--- src/rtl/branch_cond_unit_pkg.sv ---
// Shared definitions for the branch condition unit: condition codes, flag bit
// positions in the {N,Z,C,O} status word, and the redirect FSM states.
package branch_cond_unit_pkg;

    localparam logic [3:0] COND_EQ = 4'h0;
    localparam logic [3:0] COND_NE = 4'h1;
    localparam logic [3:0] COND_CS = 4'h2;
    localparam logic [3:0] COND_CC = 4'h3;
    localparam logic [3:0] COND_MI = 4'h4;
    localparam logic [3:0] COND_PL = 4'h5;
    localparam logic [3:0] COND_VS = 4'h6;
    localparam logic [3:0] COND_VC = 4'h7;
    localparam logic [3:0] COND_HI = 4'h8;
    localparam logic [3:0] COND_LS = 4'h9;
    localparam logic [3:0] COND_GE = 4'hA;
    localparam logic [3:0] COND_LT = 4'hB;
    localparam logic [3:0] COND_GT = 4'hC;
    localparam logic [3:0] COND_LE = 4'hD;
    localparam logic [3:0] COND_AL = 4'hE;
    localparam logic [3:0] COND_NV = 4'hF;

    localparam int FLG_N = 3;
    localparam int FLG_Z = 2;
    localparam int FLG_C = 1;
    localparam int FLG_O = 0;

    typedef enum logic {
        ST_IDLE = 1'b0,
        ST_HOLD = 1'b1
    } state_e;

endpackage

--- src/rtl/branch_cond_unit_if.sv ---
// Branch request (execute -> unit) and redirect (unit -> fetch) handshakes.
// master = the execute/fetch side, slave = the branch condition unit.
interface branch_cond_unit_if #(
    parameter int ADDR_W = 32
);
    logic              br_valid;
    logic [3:0]        br_cond;
    logic [ADDR_W-1:0] br_target;
    logic              br_ready;
    logic              redir_valid;
    logic [ADDR_W-1:0] redir_target;
    logic              redir_ready;

    modport master (
        output br_valid, br_cond, br_target, redir_ready,
        input  br_ready, redir_valid, redir_target
    );

    modport slave (
        input  br_valid, br_cond, br_target, redir_ready,
        output br_ready, redir_valid, redir_target
    );
endinterface

--- src/rtl/branch_cond_unit_cond_eval.sv ---
// Purely combinational evaluation of a 4-bit condition code against an
// {N,Z,C,O} flag word.
module cond_eval
    import branch_cond_unit_pkg::*;
(
    input  logic [3:0] cond,
    input  logic [3:0] nzco,
    output logic       taken
);

    logic n, z, c, o;

    assign n = nzco[FLG_N];
    assign z = nzco[FLG_Z];
    assign c = nzco[FLG_C];
    assign o = nzco[FLG_O];

    // GE/LT/GT/LE are signed comparisons: N==O means the result is non-negative
    always_comb begin
        taken = 1'b0;
        case (cond)
            COND_EQ: taken = z;
            COND_NE: taken = !z;
            COND_CS: taken = c;
            COND_CC: taken = !c;
            COND_MI: taken = n;
            COND_PL: taken = !n;
            COND_VS: taken = o;
            COND_VC: taken = !o;
            COND_HI: taken = c && !z;
            COND_LS: taken = !c || z;
            COND_GE: taken = (n == o);
            COND_LT: taken = (n != o);
            COND_GT: taken = !z && (n == o);
            COND_LE: taken = z || (n != o);
            COND_AL: taken = 1'b1;
            COND_NV: taken = 1'b0;
            default: taken = 1'b0;
        endcase
    end

endmodule

--- src/rtl/branch_cond_unit.sv ---
// Branch condition unit: latches ALU flags, resolves branch conditions with
// same-cycle flag forwarding, and issues a registered redirect to fetch.
module branch_cond_unit
    import branch_cond_unit_pkg::*;
#(
    parameter int ADDR_W = 32,
    parameter int CNT_W  = 16
) (
    input  logic                  clk,
    input  logic                  rst_n,
    input  logic                  flag_we,
    input  logic                  n_in,
    input  logic                  z_in,
    input  logic                  c_in,
    input  logic                  o_in,
    branch_cond_unit_if.slave     bus,
    output logic [3:0]            nzco_q,
    output logic [CNT_W-1:0]      taken_cnt,
    output logic [CNT_W-1:0]      ntaken_cnt
);

    function automatic logic [CNT_W-1:0] sat_inc(input logic [CNT_W-1:0] cnt);
        return (cnt == {CNT_W{1'b1}}) ? cnt : cnt + 1'b1;
    endfunction

    state_e              state_q, state_d;
    logic                redir_valid_q, redir_valid_d;
    logic [ADDR_W-1:0]   redir_target_q, redir_target_d;
    logic [CNT_W-1:0]    taken_cnt_q, taken_cnt_d;
    logic [CNT_W-1:0]    ntaken_cnt_q, ntaken_cnt_d;
    logic [3:0]          nzco_d;
    logic [3:0]          flags_in;
    logic [3:0]          eff_flags;
    logic                taken;
    logic                accept;

    assign flags_in  = {n_in, z_in, c_in, o_in};
    // Forward this cycle's ALU flags so a branch right after a compare sees them
    assign eff_flags = flag_we ? flags_in : nzco_q;

    cond_eval u_cond_eval (
        .cond  (bus.br_cond),
        .nzco  (eff_flags),
        .taken (taken)
    );

    assign bus.br_ready     = (state_q == ST_IDLE);
    assign accept           = bus.br_valid && bus.br_ready;
    assign bus.redir_valid  = redir_valid_q;
    assign bus.redir_target = redir_target_q;
    assign taken_cnt        = taken_cnt_q;
    assign ntaken_cnt       = ntaken_cnt_q;

    always_comb begin
        state_d        = state_q;
        redir_valid_d  = redir_valid_q;
        redir_target_d = redir_target_q;
        taken_cnt_d    = taken_cnt_q;
        ntaken_cnt_d   = ntaken_cnt_q;
        nzco_d         = flag_we ? flags_in : nzco_q;
        case (state_q)
            ST_IDLE: begin
                if (accept && taken) begin
                    state_d        = ST_HOLD;
                    redir_valid_d  = 1'b1;
                    redir_target_d = bus.br_target;
                    taken_cnt_d    = sat_inc(taken_cnt_q);
                end else if (accept) begin
                    ntaken_cnt_d   = sat_inc(ntaken_cnt_q);
                end
            end
            ST_HOLD: begin
                // Redirect stays up until fetch takes it; new branches wait
                if (bus.redir_ready) begin
                    state_d       = ST_IDLE;
                    redir_valid_d = 1'b0;
                end
            end
            default: begin
                state_d       = ST_IDLE;
                redir_valid_d = 1'b0;
            end
        endcase
    end

    always_ff @(posedge clk or negedge rst_n) begin
        if (!rst_n) begin
            state_q        <= ST_IDLE;
            redir_valid_q  <= 1'b0;
            redir_target_q <= '0;
            taken_cnt_q    <= '0;
            ntaken_cnt_q   <= '0;
            nzco_q         <= '0;
        end else begin
            state_q        <= state_d;
            redir_valid_q  <= redir_valid_d;
            redir_target_q <= redir_target_d;
            taken_cnt_q    <= taken_cnt_d;
            ntaken_cnt_q   <= ntaken_cnt_d;
            nzco_q         <= nzco_d;
        end
    end

endmodule

--- src/flat_wrapper.sv ---
// flat-port wrapper written by rule: the top's interface ports become plain ports
module branch_cond_unit_flat import branch_cond_unit_pkg::*;
#(
    parameter int ADDR_W = 32,
    parameter int CNT_W  = 16
)
  (clk, rst_n, flag_we, n_in, z_in, c_in, o_in, nzco_q, taken_cnt, ntaken_cnt, bus_br_valid, bus_br_cond, bus_br_target, bus_redir_ready, bus_br_ready, bus_redir_valid, bus_redir_target);
  branch_cond_unit_if #(.ADDR_W(ADDR_W)) bus_i ();
  input  logic clk;
  input  logic rst_n;
  input  logic flag_we;
  input  logic n_in;
  input  logic z_in;
  input  logic c_in;
  input  logic o_in;
  output logic [3:0] nzco_q;
  output logic [CNT_W-1:0] taken_cnt;
  output logic [CNT_W-1:0] ntaken_cnt;
  input wire logic [$bits(bus_i.br_valid)-1:0] bus_br_valid;
  input wire logic [$bits(bus_i.br_cond)-1:0] bus_br_cond;
  input wire logic [$bits(bus_i.br_target)-1:0] bus_br_target;
  input wire logic [$bits(bus_i.redir_ready)-1:0] bus_redir_ready;
  output wire logic [$bits(bus_i.br_ready)-1:0] bus_br_ready;
  output wire logic [$bits(bus_i.redir_valid)-1:0] bus_redir_valid;
  output wire logic [$bits(bus_i.redir_target)-1:0] bus_redir_target;
  assign bus_i.br_valid = bus_br_valid;
  assign bus_i.br_cond = bus_br_cond;
  assign bus_i.br_target = bus_br_target;
  assign bus_i.redir_ready = bus_redir_ready;
  assign bus_br_ready = bus_i.br_ready;
  assign bus_redir_valid = bus_i.redir_valid;
  assign bus_redir_target = bus_i.redir_target;
  branch_cond_unit #(.ADDR_W(ADDR_W), .CNT_W(CNT_W)) u_core (.clk(clk), .rst_n(rst_n), .flag_we(flag_we), .n_in(n_in), .z_in(z_in), .c_in(c_in), .o_in(o_in), .bus(bus_i), .nzco_q(nzco_q), .taken_cnt(taken_cnt), .ntaken_cnt(ntaken_cnt));
endmodule
--- config.mk ---
export PLATFORM = sky130hd
export DESIGN_NAME = branch_cond_unit_flat
export DESIGN_NICKNAME = d
export VERILOG_FILES = /design/src/rtl/branch_cond_unit_pkg.sv /design/src/rtl/branch_cond_unit_if.sv /design/src/rtl/branch_cond_unit_cond_eval.sv /design/src/rtl/branch_cond_unit.sv /design/src/flat_wrapper.sv
export SDC_FILE = /design/constraint.sdc
export NUM_CORES = 1
export LEC_CHECK = 0
export CAP_MARGIN = 40
export CORE_ASPECT_RATIO = 0.8
export CORE_MARGIN = 2
export CORE_UTILIZATION = 46
export CTS_BUF_LIST = sky130_fd_sc_hd__clkbuf_4
export DETAILED_ROUTE_END_ITERATION = 6
export PLACE_DENSITY_LB_ADDON = 0.12
export SETUP_SLACK_MARGIN = 0.02
export SYNTH_ARGS = -nofsm -noshare
export SYNTH_HDL_FRONTEND = slang
export SYNTH_HIERARCHICAL = 1
export SYNTH_SLANG_ARGS = --single-unit
--- constraint.sdc ---
create_clock -name clk -period 3.1 [get_ports clk]
set_input_delay 0.465 -clock clk [delete_from_list [all_inputs] [get_ports clk]]
set_output_delay 0.465 -clock clk [all_outputs]
set_load 0.02 [all_outputs]
== Yosys cells after proc, flatten, opt, wreduce, memory -nomap -nowiden ==
Cells that the tools add are included.

* Word-level logic and storage cells: 56
* Register bits after elaboration: 70
* Memories kept: 0
* Bits in read-only memories: 0
* Output and inout port bits: 70
* RAM bits: 0
* Bits in latches: 0

* Div/mod/pow operators: 0
* Bitwise logic cells: 4
* Muxes and demuxes: 8
* Equal/unequal tests: 21
* Shift-type cells: 0
* Reduce and logical (&&, ||, !) cells: 15
* $lt $le $gt $ge: 0
* Add/subtract/negate cells: 2
* Multipliers: 0

{| class="wikitable"
|+ Operators with widths
! kind !! count
|-
| $add 16x1->16 const B || 2
|-
| $eq 16x16->1 const B || 2
|-
| $eq 4x4->1 const B || 8
|-
| $eq 4x3->1 const B || 4
|-
| $pmux 1 s16 || 1
|-
| $eq 4x2->1 const B || 2
|-
| $eq 4x1->1 const B || 1
|-
| $logic_and 1x1->1 || 4
|-
| $logic_not 1->1 || 4
|-
| $logic_not 4->1 || 1
|-
| $mux 1 || 4
|-
| $mux 4 || 1
|-
| $ne 2x2->1 const B || 2
|-
| $not 1->1 || 4
|-
| $pmux 1 s2 || 2
|-
| $reduce_and 2->1 || 2
|-
| $reduce_and 4->1 || 1
|-
| $reduce_and 3->1 || 1
|-
| $logic_or 1x1->1 || 2
|-
| $eq 1x1->1 || 1
|-
| $ne 1x1->1 || 1
|}

== Longest topological paths before layout ==
* Depth in word-level cells: 7
* Depth in mapped cells: 11
* Gate-level depth less buffers: 10

== Cells and area by module ==
The synthesis kept the hierarchy.

{| class="wikitable"
|+ Modules (own cells, without submodules)
! module !! sequential area each (um^2) !! instances !! cells an instance !! area an instance (um^2)
|-
| branch_cond_unit || 1751.7 || 1 || 232 || 3042.9
|-
| cond_eval || 0.0 || 1 || 23 || 155.1
|}

== Least setup slack after synthesis ==
Ideal clock, no wire load.

* Path kind: input to register
* Start: in flag_we
* End: reg u_core.taken_cnt_q[15], in the netlist u_core/taken_cnt[15]
* Cell stages on the path: 10
* Path slack: 0.079 ns
* Data required time: 3.020 ns
* Library setup time: 0.080 ns
* Arrival time: 2.942 ns
* Cell sequence: mux2_2 xor2_1 xor2_1 a2111oi_1 a311oi_1 o22ai_1 nand3b_4 or4_4 and4bb_1 xor2_1

* Word-level cells in the longest chain between the ends: 6
* Elaborated cells on any way between the ends: 14

{| class="wikitable"
|+ Ends and longest elaborated chain
! element !! line !! RTL
|-
| from (decl) || flat_wrapper.sv:11 || <nowiki>input logic flag_we;</nowiki>
|-
| $mux 4 (*) || n/a ||
|-
| $ne 1x1->1 (tied with other cells) || branch_cond_unit_cond_eval.sv:33, branch_cond_unit_cond_eval.sv:35 ||
|-
| $logic_or 1x1->1 (tied with other cells) || branch_cond_unit_cond_eval.sv:35 || <nowiki>COND_LE: taken = z || (n != o);</nowiki>
|-
| $pmux 1 s16 (*) || branch_cond_unit_cond_eval.sv:21 || <nowiki>case (cond)</nowiki>
|-
| net u_core.taken || branch_cond_unit.sv:34 || <nowiki>logic taken;</nowiki>
|-
| $logic_and 1x1->1 (*) || branch_cond_unit.sv:63 || <nowiki>if (accept && taken) begin</nowiki>
|-
| $reduce_and 3->1 (no source line) (*) || n/a ||
|-
| to (signal assigned) || branch_cond_unit.sv:98 || <nowiki>taken_cnt_q <= taken_cnt_d;</nowiki>
|-
| to (decl) || branch_cond_unit.sv:29 || <nowiki>logic [CNT_W-1:0] taken_cnt_q, taken_cnt_d;</nowiki>
|}

Mark *: on every way through the listed nets, which the timed path passes. The rest lies on a longest branch.
A chain may end at the register's enable or synchronous reset.

== Final worst setup path ==
* Start: in n_in
* End: reg u_core.taken_cnt_q[13], in the netlist u_core/taken_cnt[13]

* Word-level cells in the longest chain between the ends: 6
* Elaborated cells on any way between the ends: 9

{| class="wikitable"
|+ Ends and longest elaborated chain
! element !! line !! RTL
|-
| from (decl) || flat_wrapper.sv:12 || <nowiki>input logic n_in;</nowiki>
|-
| $mux 4 (*) || n/a ||
|-
| net u_core.eff_flags[3] || branch_cond_unit.sv:33 || <nowiki>logic [3:0] eff_flags;</nowiki>
|-
| $ne 1x1->1 or $eq 1x1->1 (tied branches) || n/a ||
|-
| $logic_or 1x1->1 or $logic_and 1x1->1 (tied branches) || branch_cond_unit_cond_eval.sv:35, branch_cond_unit_cond_eval.sv:34 ||
|-
| $pmux 1 s16 (*) || branch_cond_unit_cond_eval.sv:21 ||
|-
| net u_core.taken || branch_cond_unit.sv:34 ||
|-
| $logic_and 1x1->1 (*) || branch_cond_unit.sv:63 ||
|-
| $reduce_and 3->1 (no source line) (*) || n/a ||
|}

Marks and branches as above.

==> impl_metrics.json <==
{
  "yosys_register_bits": 70,
  "synth_adder_area_share_pct": 0.782,
  "final_area_sq_um": 4710,
  "portBuffers": 114,
  "drc": 0,
  "regArea_sq_um": 1750,
  "cp.required_ns": 3.43,
  "post-cts-setup-buffer-count": 0,
  "antenna_cells": 0,
  "ant_nets": 0,
  "syn_area_sq_um": 3200,
  "grt_usage_pct": 20.2,
  "dr.pass1.iters": 4,
  "powerDensity_nw_per_um2": 689,
  "cts_tree": "built",
  "power_switching_w": 0.00118,
  "cts_buffers": 9,
  "min_period_ns": 3.02,
  "start_util_pct": 46.9,
  "clkPwrFrac_pct": 15.1,
  "max-slew-margin-rel_pct": 52.1,
  "wl_per_cell_microns": 15.9,
  "seq_power_share_pct": 42.3,
  "internal_power_w": 0.00207,
  "crit_fanout": 4,
  "fillers": 514,
  "crit_type": "input pin to flip-flop",
  "drv_cap": 0,
  "maxSlewViolCount": 0,
  "status": "completed",
  "tightest_slew_ns": 0.713,
  "start_kind": "input pin",
  "clkLatencyLatePin_ns": 0.40,
  "postPlaceCellArea_sq_um": 4550,
  "fin_crit_sh_pct": 97.6,
  "area_delta_synth_final_pct": 47.2,
  "ys_seq_area_share_pct": 54.8,
  "cp_top_family": "simple AND/OR/NAND/NOR gates",
  "syn-num-nets": 302,
  "holdWs_ns": 0.0934,
  "final-hold-violation-count": 0,
  "vdd_drop_max_mv": 0.386,
  "synth_cell_types": 46,
  "drt-initial-drc-count": 60,
  "leakagePower_nw": 2.00,
  "multiInputGateArea_sq_um": 1440,
  "clock-skew-final_ns": 0.00520,
  "max-clock-path-buffers": 2,
  "grt_pass1_wl_microns": 12100,
  "hold_class": "input pin to asynchronous set/reset pin",
  "fmax_mhz": 331,
  "synth_compound_area_share_pct": 4.62,
  "clock-root-buffer": "clkbuf_4",
  "avgViaCountPerCell": 5.14,
  "p_sw_share_pct": 36.3,
  "die_x_microns": 97.2,
  "cts_sinks": 70,
  "synth_warnings": 6,
  "core-area_sq_um": 6820,
  "cp_slowest_cell": "or4_4",
  "h-tree-depth": 3,
  "synthFlopType": "dfrtp_1",
  "async_flop_share_pct": 100,
  "setup_viol": 0,
  "syn-instance-count": 255,
  "p_comb_share_pct": 42.6,
  "final_nets": 436,
  "synthSimpleGateAreaFrac_pct": 15.6,
  "place_congestion": 0.957,
  "endpoint_kind": "flip-flop",
  "rows": 27,
  "path_buf_inv": 1,
  "dp_hpwl_microns": 5430,
  "grt_max_degree": 42,
  "drive_gt1_share_pct": 22.6,
  "die_area_sq_um": 7640,
  "synth_edf_count": 0,
  "arrival_ns": 3.36,
  "path_clk_slew_ns": 0.12,
  "synth_top_family_by_area": "simple AND/OR/NAND/NOR gates",
  "die_y_microns": 78.6,
  "antenna_found_initial": 0,
  "muxShareOfSynthArea_pct": 14.4,
  "cpMostUsedCell": "xor2_1",
  "drt_wl_total_microns": 7630,
  "vias": 2470,
  "gr-total-overflow": 0,
  "syn_avg_cell_area_sq_um": 12.5,
  "synthXorXnorAreaFrac_pct": 8.22,
  "io_pins": 115,
  "cpPeakStageDelay_ns": 0.58,
  "path_cells": "clkdlybuf4s50_1 -> mux2_4 -> xor2_2 -> xor2_1 -> a2111oi_2 -> a311oi_2 -> o22ai_2 -> nand3b_4 -> or4_4 -> nor4bb_4 -> xor2_1",
  "grt_pass1_vias": 2378,
  "cts_hold_buffers": 0
}
==> cells in the mapped netlist, types with 2 or more instances <==
cell type,number,share of area [%]
dfrtp_1,70,55
mux2_2,37,13
xor2_1,21,5.8
nand2_1,15,1.8
nor2_1,10,1.2
nor3_1,9,1.4
xnor2_1,9,2.5
a21oi_1,7,1.1
nand3_1,7,1.1
nand4_1,7,1.4
and3_1,6,1.2
o2111ai_1,4,1.1
o21ai_0,4,0.63
buf_2,3,0.47
clkbuf_1,3,0.35
inv_1,3,0.35
a211oi_1,2,0.47
buf_4,2,0.47
ha_1,2,0.78
mux2_1,2,0.70
mux2i_1,2,0.63
nand4b_1,2,0.55
nor4_1,2,0.39
nor4_2,2,0.78
or2_2,2,0.39
or4_4,2,0.70
==> final cells by class <==
| class | count | share of cell area, % |
|---|---|---|
| Inverter | 3 | 0.239 |
| Clock buffer | 9 | 1.44 |
| Multi-Input combinational cell | 174 | 30.6 |
| Clock inverter | 7 | 0.877 |
| Timing Repair Buffer | 131 | 27.3 |
| Tap cell | 87 | 2.31 |
| Sequential cell | 70 | 37.2 |
==> layout by cell type, fill, tap and decap left out, drive strengths merged, types with 3 or more instances in the layout <==
cell type	Yosys	final
xnor2	9	9
clkinv	0	4
o2111ai	4	4
nand4	7	7
nand3	8	8
nor2	11	11
buf	5	18
and3	6	6
dfrtp	70	70
nand2	15	15
clkinvlp	0	3
nor3	9	9
inv	3	3
clkbuf	3	10
clkdlybuf4s50	0	111
a21oi	7	7
xor2	21	21
o21ai	4	4
mux2	39	39
nor4	4	4
==> power groups by stage <==
stage                     Sequential [W]  Clock, W  Combinational, W
after floorplan                  0.00168         0          0.000347
after global placement           0.00138         0           0.00136
after detailed placement         0.00139         0           0.00137
after CTS                        0.00138  0.000515           0.00138
after global routing             0.00141  0.000545           0.00146
final                            0.00137  0.000490           0.00138
==> repair_timing <==
action                                  4_1_cts  5_1_grt
pin swaps                                     4        8
endpoints found under the setup margin       50       40
gates resized for setup                       4       10
==> sequential cells by signal (all words and copies together) (netlist names) <==
register and flops:
u_core/bus.redir_valid 1, u_core/nzco_q 4, u_core/bus.redir_target 32, u_core/ntaken_cnt 16, u_core/taken_cnt 16, u_core/state_q 1
==> metrics by stage <==
step                      utilization (%)  cells  setup WS, ns  power (W)  TNS [ns]
after detailed placement             66.7    465        -0.613    0.00277    -29.79
after global routing                 69.0    481       -0.0620    0.00342    -0.124
final                                69.0    481        0.0752    0.00324         0
after global placement               66.7    465        -0.584    0.00274    -28.66
after floorplan                         -    255        0.0787    0.00203         0
after CTS                            68.5    481         0.117    0.00327         0
==> cell families (layout without fill, tap and decap cells) <==
| group | count (synthesis) | in the layout |
|---|---|---|
| AND/OR/NAND/NOR | 79 | 79 |
| adder cells (fa/ha/maj) | 2 | 2 |
| XOR/XNOR | 30 | 30 |
| flip-flops | 70 | 70 |
| multiplexers | 41 | 41 |
| buffers and inverters | 11 | 150 |
| AO/OA/AOI/OAI | 22 | 22 |
==> final timing paths <==
check / to / from / cells after the start / slack [ns]
worst max-delay path: u_core/taken_cnt[13]$_DFFE_PN0P_ / n_in / 11 / 0.08
min in group clk: u_core/nzco_q[0]$_DFF_PN0_ / o_in / 3 / 0.46
worst min register to register: u_core/bus.redir_valid$_DFFE_PN0P_ / u_core/bus.redir_valid$_DFFE_PN0P_ / 2 / 0.50
worst min-delay path: u_core/nzco_q[2]$_DFF_PN0_ / rst_n / 1 / 0.09
max in group asynchronous: u_core/bus.redir_target[29]$_DFFE_PN0P_ / rst_n / 2 / 2.34
worst max register to register: u_core/taken_cnt[13]$_DFFE_PN0P_ / u_core/nzco_q[0]$_DFF_PN0_ / 10 / 0.15
==> layer usage <==
metal	vias to the layer above	global-route usage (%)	wire length, microns
met4	0	5.97	90
li1	1195	-	-
met2	93	30.1	3450
met3	9	6.14	449
met1	1173	28.8	3640
met5	-	0	0
==> worst register-to-register path: stages (launching register included) <==
cell	delay, ns
dfrtp_1	0.39
mux2_4	0.30
xor2_2	0.19
xor2_1	0.15
a2111oi_2	0.40
a311oi_2	0.09
o22ai_2	0.20
nand3b_4	0.10
or4_4	0.58
nor4bb_4	0.31
xor2_1	0.16
(Power assumes the default switching activity.)
